--- src/rtl/core_types_pkg.sv ---
// Shared core types for the data-memory path: widths, request/writeback structs, LSU enums.
// Pure declarations; no timing or flow-control behaviour of its own.
package core_types_pkg;

    localparam int N_BITS       = 32;
    localparam int RF_IDX_WIDTH = 5;
    localparam int DMEM_STRB_W  = N_BITS / 8;

    typedef enum logic [1:0] {
        LEN_B = 2'b00,
        LEN_H = 2'b01,
        LEN_W = 2'b10
    } dmem_len_e;

    typedef enum logic [1:0] {
        IDLE,
        REQ,
        WAIT
    } lsu_state_e;

    typedef struct packed {
        logic       vld;
        logic       mtype;
        logic [1:0] len;
    } dmem_req_ctrl_t;

    typedef struct packed {
        logic [RF_IDX_WIDTH-1:0] rd;
        logic                    vld;
    } rf_ctrl_t;

    localparam logic MTYPE_LOAD  = 1'b0;
    localparam logic MTYPE_STORE = 1'b1;

    // Reserved len (2'b11) is always treated as misaligned.
    function automatic logic lsu_misaligned(input logic [1:0] len, input logic [1:0] off);
        logic mis;
        case (len)
            LEN_B:   mis = 1'b0;
            LEN_H:   mis = off[0];
            LEN_W:   mis = (off != 2'b00);
            default: mis = 1'b1;
        endcase
        return mis;
    endfunction

endpackage

--- src/rtl/lsu_lane_align.sv ---
// Combinational lane steering: store replication plus strobes, load extract plus extension.
// Zero latency, no flow control; the caller decides when the results are sampled.
module lsu_lane_align
    import core_types_pkg::*;
(
    input  logic [1:0]             st_len,
    input  logic [1:0]             st_off,
    input  logic [N_BITS-1:0]      st_data,
    output logic [N_BITS-1:0]      st_wdata,
    output logic [DMEM_STRB_W-1:0] st_wstrb,
    input  logic [1:0]             ld_len,
    input  logic [1:0]             ld_off,
    input  logic                   ld_unsigned,
    input  logic [N_BITS-1:0]      ld_data,
    output logic [N_BITS-1:0]      ld_result
);

    localparam logic [DMEM_STRB_W-1:0] STRB_B = DMEM_STRB_W'(1);
    localparam logic [DMEM_STRB_W-1:0] STRB_H = DMEM_STRB_W'(3);

    logic [N_BITS-1:0] ld_lane;

    always_comb begin
        st_wdata = st_data;
        st_wstrb = '1;
        case (st_len)
            LEN_B: begin
                st_wdata = {(N_BITS/8){st_data[7:0]}};
                st_wstrb = STRB_B << st_off;
            end
            LEN_H: begin
                st_wdata = {(N_BITS/16){st_data[15:0]}};
                st_wstrb = STRB_H << st_off;
            end
            default: begin
                st_wdata = st_data;
                st_wstrb = '1;
            end
        endcase
    end

    always_comb begin
        ld_lane   = ld_data >> {ld_off, 3'b000};
        ld_result = ld_lane;
        case (ld_len)
            LEN_B: ld_result = ld_unsigned ? {{(N_BITS-8){1'b0}}, ld_lane[7:0]}
                                           : {{(N_BITS-8){ld_lane[7]}}, ld_lane[7:0]};
            LEN_H: ld_result = ld_unsigned ? {{(N_BITS-16){1'b0}}, ld_lane[15:0]}
                                           : {{(N_BITS-16){ld_lane[15]}}, ld_lane[15:0]};
            default: ld_result = ld_lane;
        endcase
    end

endmodule

--- src/rtl/lsu_ctrl.sv ---
// One-op-at-a-time load/store sequencer: request at T+1, load writeback >= 3 cycles after accept;
// dmem_req_* held stable under !dmem_req_rdy. LSU_MISALIGN_TRAP_EN selects reject vs force-align.
module lsu_ctrl
    import core_types_pkg::*;
(
    input  logic                     clk,
    input  logic                     rst,
    input  logic                     ex_vld,
    output logic                     ex_rdy,
    input  dmem_req_ctrl_t           ex_ctrl,
    input  logic                     ex_unsigned,
    input  logic [N_BITS-1:0]        ex_addr,
    input  logic [N_BITS-1:0]        ex_wdata,
    input  logic [RF_IDX_WIDTH-1:0]  ex_rd,
    output logic                     dmem_req_vld,
    input  logic                     dmem_req_rdy,
    output dmem_req_ctrl_t           dmem_req_ctrl,
    output logic [N_BITS-1:0]        dmem_req_addr,
    output logic [N_BITS-1:0]        dmem_req_wdata,
    output logic [DMEM_STRB_W-1:0]   dmem_req_wstrb,
    input  logic                     dmem_rsp_vld,
    input  logic [N_BITS-1:0]        dmem_rsp_data,
    output rf_ctrl_t                 wb_ctrl,
    output logic [N_BITS-1:0]        wb_data,
    output logic                     misalign
);

    lsu_state_e                state_q, state_d;
    logic                      dmem_req_vld_q, dmem_req_vld_d;
    dmem_req_ctrl_t            dmem_req_ctrl_q, dmem_req_ctrl_d;
    logic [N_BITS-1:0]         dmem_req_addr_q, dmem_req_addr_d;
    logic [N_BITS-1:0]         dmem_req_wdata_q, dmem_req_wdata_d;
    logic [DMEM_STRB_W-1:0]    dmem_req_wstrb_q, dmem_req_wstrb_d;
    rf_ctrl_t                  wb_ctrl_q, wb_ctrl_d;
    logic [N_BITS-1:0]         wb_data_q, wb_data_d;
    logic                      misalign_q, misalign_d;

    logic                      cap_load_q, cap_load_d;
    logic                      cap_unsigned_q, cap_unsigned_d;
    logic [RF_IDX_WIDTH-1:0]   cap_rd_q, cap_rd_d;
    logic [1:0]                cap_len_q, cap_len_d;
    logic [1:0]                cap_off_q, cap_off_d;

    logic                      ex_mis;
    logic [1:0]                eff_len;
    logic [1:0]                eff_off;
    logic [N_BITS-1:0]         st_wdata;
    logic [DMEM_STRB_W-1:0]    st_wstrb;
    logic [N_BITS-1:0]         ld_result;

    logic unused_ex_ctrl_vld;
    assign unused_ex_ctrl_vld = ex_ctrl.vld;

`ifdef LSU_MISALIGN_TRAP_EN
    always_comb begin
        ex_mis  = lsu_misaligned(ex_ctrl.len, ex_addr[1:0]);
        eff_len = ex_ctrl.len;
        eff_off = ex_addr[1:0];
    end
`else
    // Without the trap, offending low bits are dropped and reserved len becomes a word.
    always_comb begin
        ex_mis  = 1'b0;
        eff_len = (ex_ctrl.len == 2'b11) ? LEN_W : ex_ctrl.len;
        case (eff_len)
            LEN_B:   eff_off = ex_addr[1:0];
            LEN_H:   eff_off = {ex_addr[1], 1'b0};
            default: eff_off = 2'b00;
        endcase
    end
`endif

    lsu_lane_align u_lane_align (
        .st_len      (eff_len),
        .st_off      (eff_off),
        .st_data     (ex_wdata),
        .st_wdata    (st_wdata),
        .st_wstrb    (st_wstrb),
        .ld_len      (cap_len_q),
        .ld_off      (cap_off_q),
        .ld_unsigned (cap_unsigned_q),
        .ld_data     (dmem_rsp_data),
        .ld_result   (ld_result)
    );

    always_comb begin
        state_d          = state_q;
        dmem_req_vld_d   = dmem_req_vld_q;
        dmem_req_ctrl_d  = dmem_req_ctrl_q;
        dmem_req_addr_d  = dmem_req_addr_q;
        dmem_req_wdata_d = dmem_req_wdata_q;
        dmem_req_wstrb_d = dmem_req_wstrb_q;
        wb_ctrl_d        = '0;
        wb_data_d        = wb_data_q;
        misalign_d       = 1'b0;
        cap_load_d       = cap_load_q;
        cap_unsigned_d   = cap_unsigned_q;
        cap_rd_d         = cap_rd_q;
        cap_len_d        = cap_len_q;
        cap_off_d        = cap_off_q;

        case (state_q)
            IDLE: begin
                if (ex_vld) begin
                    if (ex_mis) begin
                        misalign_d = 1'b1;
                    end else begin
                        state_d               = REQ;
                        dmem_req_vld_d        = 1'b1;
                        dmem_req_ctrl_d.vld   = 1'b1;
                        dmem_req_ctrl_d.mtype = ex_ctrl.mtype;
                        dmem_req_ctrl_d.len   = eff_len;
                        dmem_req_addr_d       = {ex_addr[N_BITS-1:2], 2'b00};
                        dmem_req_wdata_d      = (ex_ctrl.mtype == MTYPE_STORE) ? st_wdata : '0;
                        dmem_req_wstrb_d      = (ex_ctrl.mtype == MTYPE_STORE) ? st_wstrb : '0;
                        cap_load_d            = (ex_ctrl.mtype == MTYPE_LOAD);
                        cap_unsigned_d        = ex_unsigned;
                        cap_rd_d              = ex_rd;
                        cap_len_d             = eff_len;
                        cap_off_d             = eff_off;
                    end
                end
            end
            REQ: begin
                if (dmem_req_rdy) begin
                    dmem_req_vld_d      = 1'b0;
                    dmem_req_ctrl_d.vld = 1'b0;
                    state_d             = cap_load_q ? WAIT : IDLE;
                end
            end
            WAIT: begin
                if (dmem_rsp_vld) begin
                    state_d       = IDLE;
                    wb_ctrl_d.rd  = cap_rd_q;
                    wb_ctrl_d.vld = (cap_rd_q != '0);
                    wb_data_d     = ld_result;
                end
            end
            default: state_d = IDLE;
        endcase
    end

    always_ff @(posedge clk) begin
        if (rst) begin
            state_q          <= IDLE;
            dmem_req_vld_q   <= 1'b0;
            dmem_req_ctrl_q  <= '0;
            dmem_req_addr_q  <= '0;
            dmem_req_wdata_q <= '0;
            dmem_req_wstrb_q <= '0;
            wb_ctrl_q        <= '0;
            wb_data_q        <= '0;
            misalign_q       <= 1'b0;
            cap_load_q       <= 1'b0;
            cap_unsigned_q   <= 1'b0;
            cap_rd_q         <= '0;
            cap_len_q        <= 2'b00;
            cap_off_q        <= 2'b00;
        end else begin
            state_q          <= state_d;
            dmem_req_vld_q   <= dmem_req_vld_d;
            dmem_req_ctrl_q  <= dmem_req_ctrl_d;
            dmem_req_addr_q  <= dmem_req_addr_d;
            dmem_req_wdata_q <= dmem_req_wdata_d;
            dmem_req_wstrb_q <= dmem_req_wstrb_d;
            wb_ctrl_q        <= wb_ctrl_d;
            wb_data_q        <= wb_data_d;
            misalign_q       <= misalign_d;
            cap_load_q       <= cap_load_d;
            cap_unsigned_q   <= cap_unsigned_d;
            cap_rd_q         <= cap_rd_d;
            cap_len_q        <= cap_len_d;
            cap_off_q        <= cap_off_d;
        end
    end

    assign ex_rdy         = (state_q == IDLE);
    assign dmem_req_vld   = dmem_req_vld_q;
    assign dmem_req_ctrl  = dmem_req_ctrl_q;
    assign dmem_req_addr  = dmem_req_addr_q;
    assign dmem_req_wdata = dmem_req_wdata_q;
    assign dmem_req_wstrb = dmem_req_wstrb_q;
    assign wb_ctrl        = wb_ctrl_q;
    assign wb_data        = wb_data_q;
    assign misalign       = misalign_q;

endmodule
--- config.mk ---
export PLATFORM = sky130hd
export DESIGN_NAME = lsu_ctrl
export DESIGN_NICKNAME = d
export VERILOG_FILES = /design/src/rtl/core_types_pkg.sv /design/src/rtl/lsu_lane_align.sv /design/src/rtl/lsu_ctrl.sv
export SDC_FILE = /design/constraint.sdc
export NUM_CORES = 1
export LEC_CHECK = 0
export CAP_MARGIN = 20
export CORE_UTILIZATION = 42
export DETAILED_ROUTE_END_ITERATION = 12
export PLACE_DENSITY_LB_ADDON = 0.12
export SLEW_MARGIN = 10
export SYNTH_ARGS = -nofsm -noshare
export SYNTH_HDL_FRONTEND = slang
export SYNTH_SLANG_ARGS = --single-unit
--- constraint.sdc ---
create_clock -name clk -period 1.9 [get_ports clk]
set_input_delay 0.38 -clock clk [delete_from_list [all_inputs] [get_ports clk]]
set_output_delay 0.38 -clock clk [all_outputs]
set_load 0.02 [all_outputs]
==> impl_metrics.csv <==
group,metric,value,unit
clock_network,cts_root_buf,"clkbuf_16",
logic_synthesis,synth_top_family_by_area,"simple AND/OR/NAND/NOR gates",
placement,port_buffers,219,
clock_network,clock_sinks,120,
logic_synthesis,yosysSeqAreaShare,46.6,%
power,p_per_area,822,mW/mm2
min_path,min_from,"rst",
critical_path,rr_startpoint,"cap_off_q[0]",
logic_synthesis,avgSynthCellArea,8.55,um2
drt,dr_total_vias,5074,
die,dieWidth,113,um
placement,gp_congestion,0.846,
clock_network,numCtsBuffers,17,
drt,dr.pass1.iters,5,
critical_path,path_buf_inv,1,
placement,placed_area,0.00765,mm2
logic_synthesis,synth_area_leaders,"dfxtp_1 (47%), nand2_1 (9.8%), a21oi_1 (7.2%)",
logic_synthesis,synthMuxAreaShare,10.6,%
timing,min_period,1.79,ns
drt,routed_wl,15.7,mm
logic_synthesis,async_flop_share,0,%
critical_path,r2r_cells,4,
logic_synthesis,yosys_warnings,0,
timing,skew,0.00757,ns
logic_synthesis,synth_compound_area_share,19.0,%
power,leakage,2.98,nW
critical_path,cp-start-kind,"flip-flop",
die,dieArea,0.0127,mm2
min_path,min_path_type,"in2reg",
timing,maxSlewViolCount,0,
drt,dr.first_iter.drc_count,343,
timing,layout_worst_path_cycle_share,94.0,%
critical_path,crit_start,"dmem_req_wdata[10]",
global_routing,grt_pass1_wl,24.8,mm
critical_path,worst_path_max_delay_cell,"clkdlybuf4s50_1",
critical_path,r2r_end,"wb_data[8]",
drt,avgRoutedWirePerCell,16.1,um
logic_synthesis,synthSimpleGateAreaFrac,19.0,%
critical_path,cp.required,1.52,ns
critical_path,cp_top_family,"buffers and inverters",
timing,rsz0062_at_grt,"no",
drt,drc,0,
job,drv_cap,0,
logic_synthesis,ys_types,42,
clock_network,cts_tree,"done",
global_routing,antenna_found_initial,0,
timing,hold_viol_final,0,
critical_path,r2r_slack,0.19,ns
status,status,"finished, final reports clean",
logic_synthesis,synth_cells,602,
global_routing,grt_max_degree,84,
critical_path,cpPeakStageDelay,0.64,ns
timing,finalSetupViolations,0,
clock_network,cts_hold_buf,0,
clock_network,htreeDepth,4,
global_routing,overflow,0,
clock_network,clk_pin_slew_worst_paths,0.05,ns
placement,hpwl,11.4,mm
logic_synthesis,synth_edf_count,0,
logic_synthesis,syn_area,0.00515,mm2
finish,n_antenna_cell,0,
critical_path,crit_path_end_kind,"output port",
die,core_area,0.0120,mm2
critical_path,crit_cells,1,
power,vdd_drop_max,0.781,mV
logic_synthesis,yosys.area_share.adder,0,%
finish,drive_above_1_share,11.9,%
critical_path,crit_chain,"clkdlybuf4s50_1",
die,start_util,43.1,%
min_path,min_to,"dmem_req_addr[21]",
finish,final_nets,931,
die,io_pins,224,
min_path,whs_path_depth,2,
die,die_h,113,um
critical_path,arrival,1.41,ns
logic_synthesis,synth.top_cell.area_share,46.6,%
timing,fmax,0.560,GHz
clock_network,clock_latency,0.41,ns
finish,area_growth,59.1,%
clock_network,clk_path_buf_depth,2,
critical_path,critPathMaxFanout,2,
logic_synthesis,post-synth-top-area-cell,"dfxtp_1",
critical_path,crit_type,"reg2out",
power,p_total,6.73,mW
drt,vias_per_cell,5.19,
clock_network,post_cts_buffers,0,
finish,fin_area,0.00820,mm2
logic_synthesis,ys_ff_latch,120,
global_routing,grt_usage,24.9,%
drt,ant_nets,0,
clock_network,ctsResizeCount,3,
logic_synthesis,ys.flop_type,"dfxtp_1",
die,std_cell_rows,40,
logic_synthesis,synth-xor-area-share,0,%
global_routing,grt_pass1_vias,4985,
==> kinds of logic (layout without fill, tap and decap cells) <==
logic type / after synthesis / after routing
simple gates: 227 / 227
other cells: 1 / 3
compound gates: 151 / 151
flops: 120 / 120
buf+inv: 53 / 280
mux: 50 / 50
==> synth_stat cells (all sizes together) (2+ instances only) <==
master	instances
a211oi	17
a21oi	74
a22o	7
a22oi	20
a311oi	2
and2	6
buf	25
clkbuf	25
dfxtp	120
inv	3
mux2	23
mux2i	26
nand2	134
nand2b	4
nand3	18
nand3b	3
nor2	45
nor2b	5
nor3	3
o211ai	8
o21a	2
o21ai	17
o21bai	2
or3b	2
==> stage by stage <==
| stage | std cells | hold WS, ns | setup slack (ns) | setup TNS (ns) | utilization (%) |
|---|---|---|---|---|---|
| 6_report | 978 | 0.370 | 0.113 | 0 | 68.5 |
| 5_1_grt | 978 | 0.362 | 0.0357 | 0 | 68.5 |
| 3_5_place_dp | 948 | 0.445 | -0.146 | -5.99 | 63.9 |
| 4_1_cts | 978 | 0.354 | 0.0870 | 0 | 68.5 |
| 2_1_floorplan | 604 | 0.439 | 0.324 | 0 | - |
| 3_3_place_gp | 948 | 0.438 | -0.132 | -3.36 | 63.9 |
==> worst max path at each step <==
stage / to / slack (ns)
after CTS: dmem_req_wdata[10] / 0.09
after detailed placement: wb_data[30] / -0.15
final: dmem_req_wdata[10] / 0.11
after floorplan: cap_off_q[0] / 0.32
after global routing: ex_rdy / 0.04
after global placement: cap_len_q[0] / -0.13
==> cell type report <==
type                            count  area (um2)
Clock inverter                     10         105
Tap cell                          147         184
Timing Repair Buffer              247        2520
Inverter                            3        11.3
Fill cell                         968        3770
Sequential cell                   120        2400
Clock buffer                       20         447
Multi-Input combinational cell    431        2520
==> state kept, by name, summed over array words and instances (netlist names) <==
register and count:
cap_rd_q 5, dmem_req_wdata 32, dmem_req_wstrb 4, cap_len_q 2
wb_ctrl 6, cap_unsigned_q 1, cap_load_q 1, wb_data 32
cap_off_q 2, dmem_req_addr 30, state_q 2, dmem_req_vld 1
dmem_req_ctrl 2
==> cell usage in the layout, fill, tap and decap left out, types with 5 or more instances in the layout <==
cell type | netlist | routed
clkdlybuf4s50_1 | 0 | 215
a22oi_1 | 20 | 20
a211oi_1 | 7 | 7
nor2b_1 | 5 | 5
buf_12 | 0 | 10
a21oi_1 | 74 | 74
dfxtp_1 | 120 | 120
buf_4 | 3 | 19
o21ai_0 | 17 | 17
mux2i_1 | 26 | 26
o211ai_1 | 8 | 8
nand2_1 | 134 | 134
clkinv_2 | 0 | 6
nand3_1 | 18 | 18
a211oi_2 | 10 | 10
a22o_1 | 7 | 7
clkbuf_16 | 0 | 17
nor2_1 | 43 | 43
and2_1 | 6 | 5
mux2_2 | 23 | 23
==> where the power goes <==
part	switching (mW)	internal, mW
Combinational	0.501	0.541
Sequential	0.0584	2.61
Clock	1.09	1.93
==> routing by layer <==
layer  global-route usage [%]  vias up  part of all wire [%]
met5                        0        -                     0
met4                     9.24        0                   1.6
met3                     8.36       20                   8.4
met2                     42.2      202                    49
met1                     29.2     2346                    41
li1                         -     2506                     -
(Power assumes the default switching activity.)
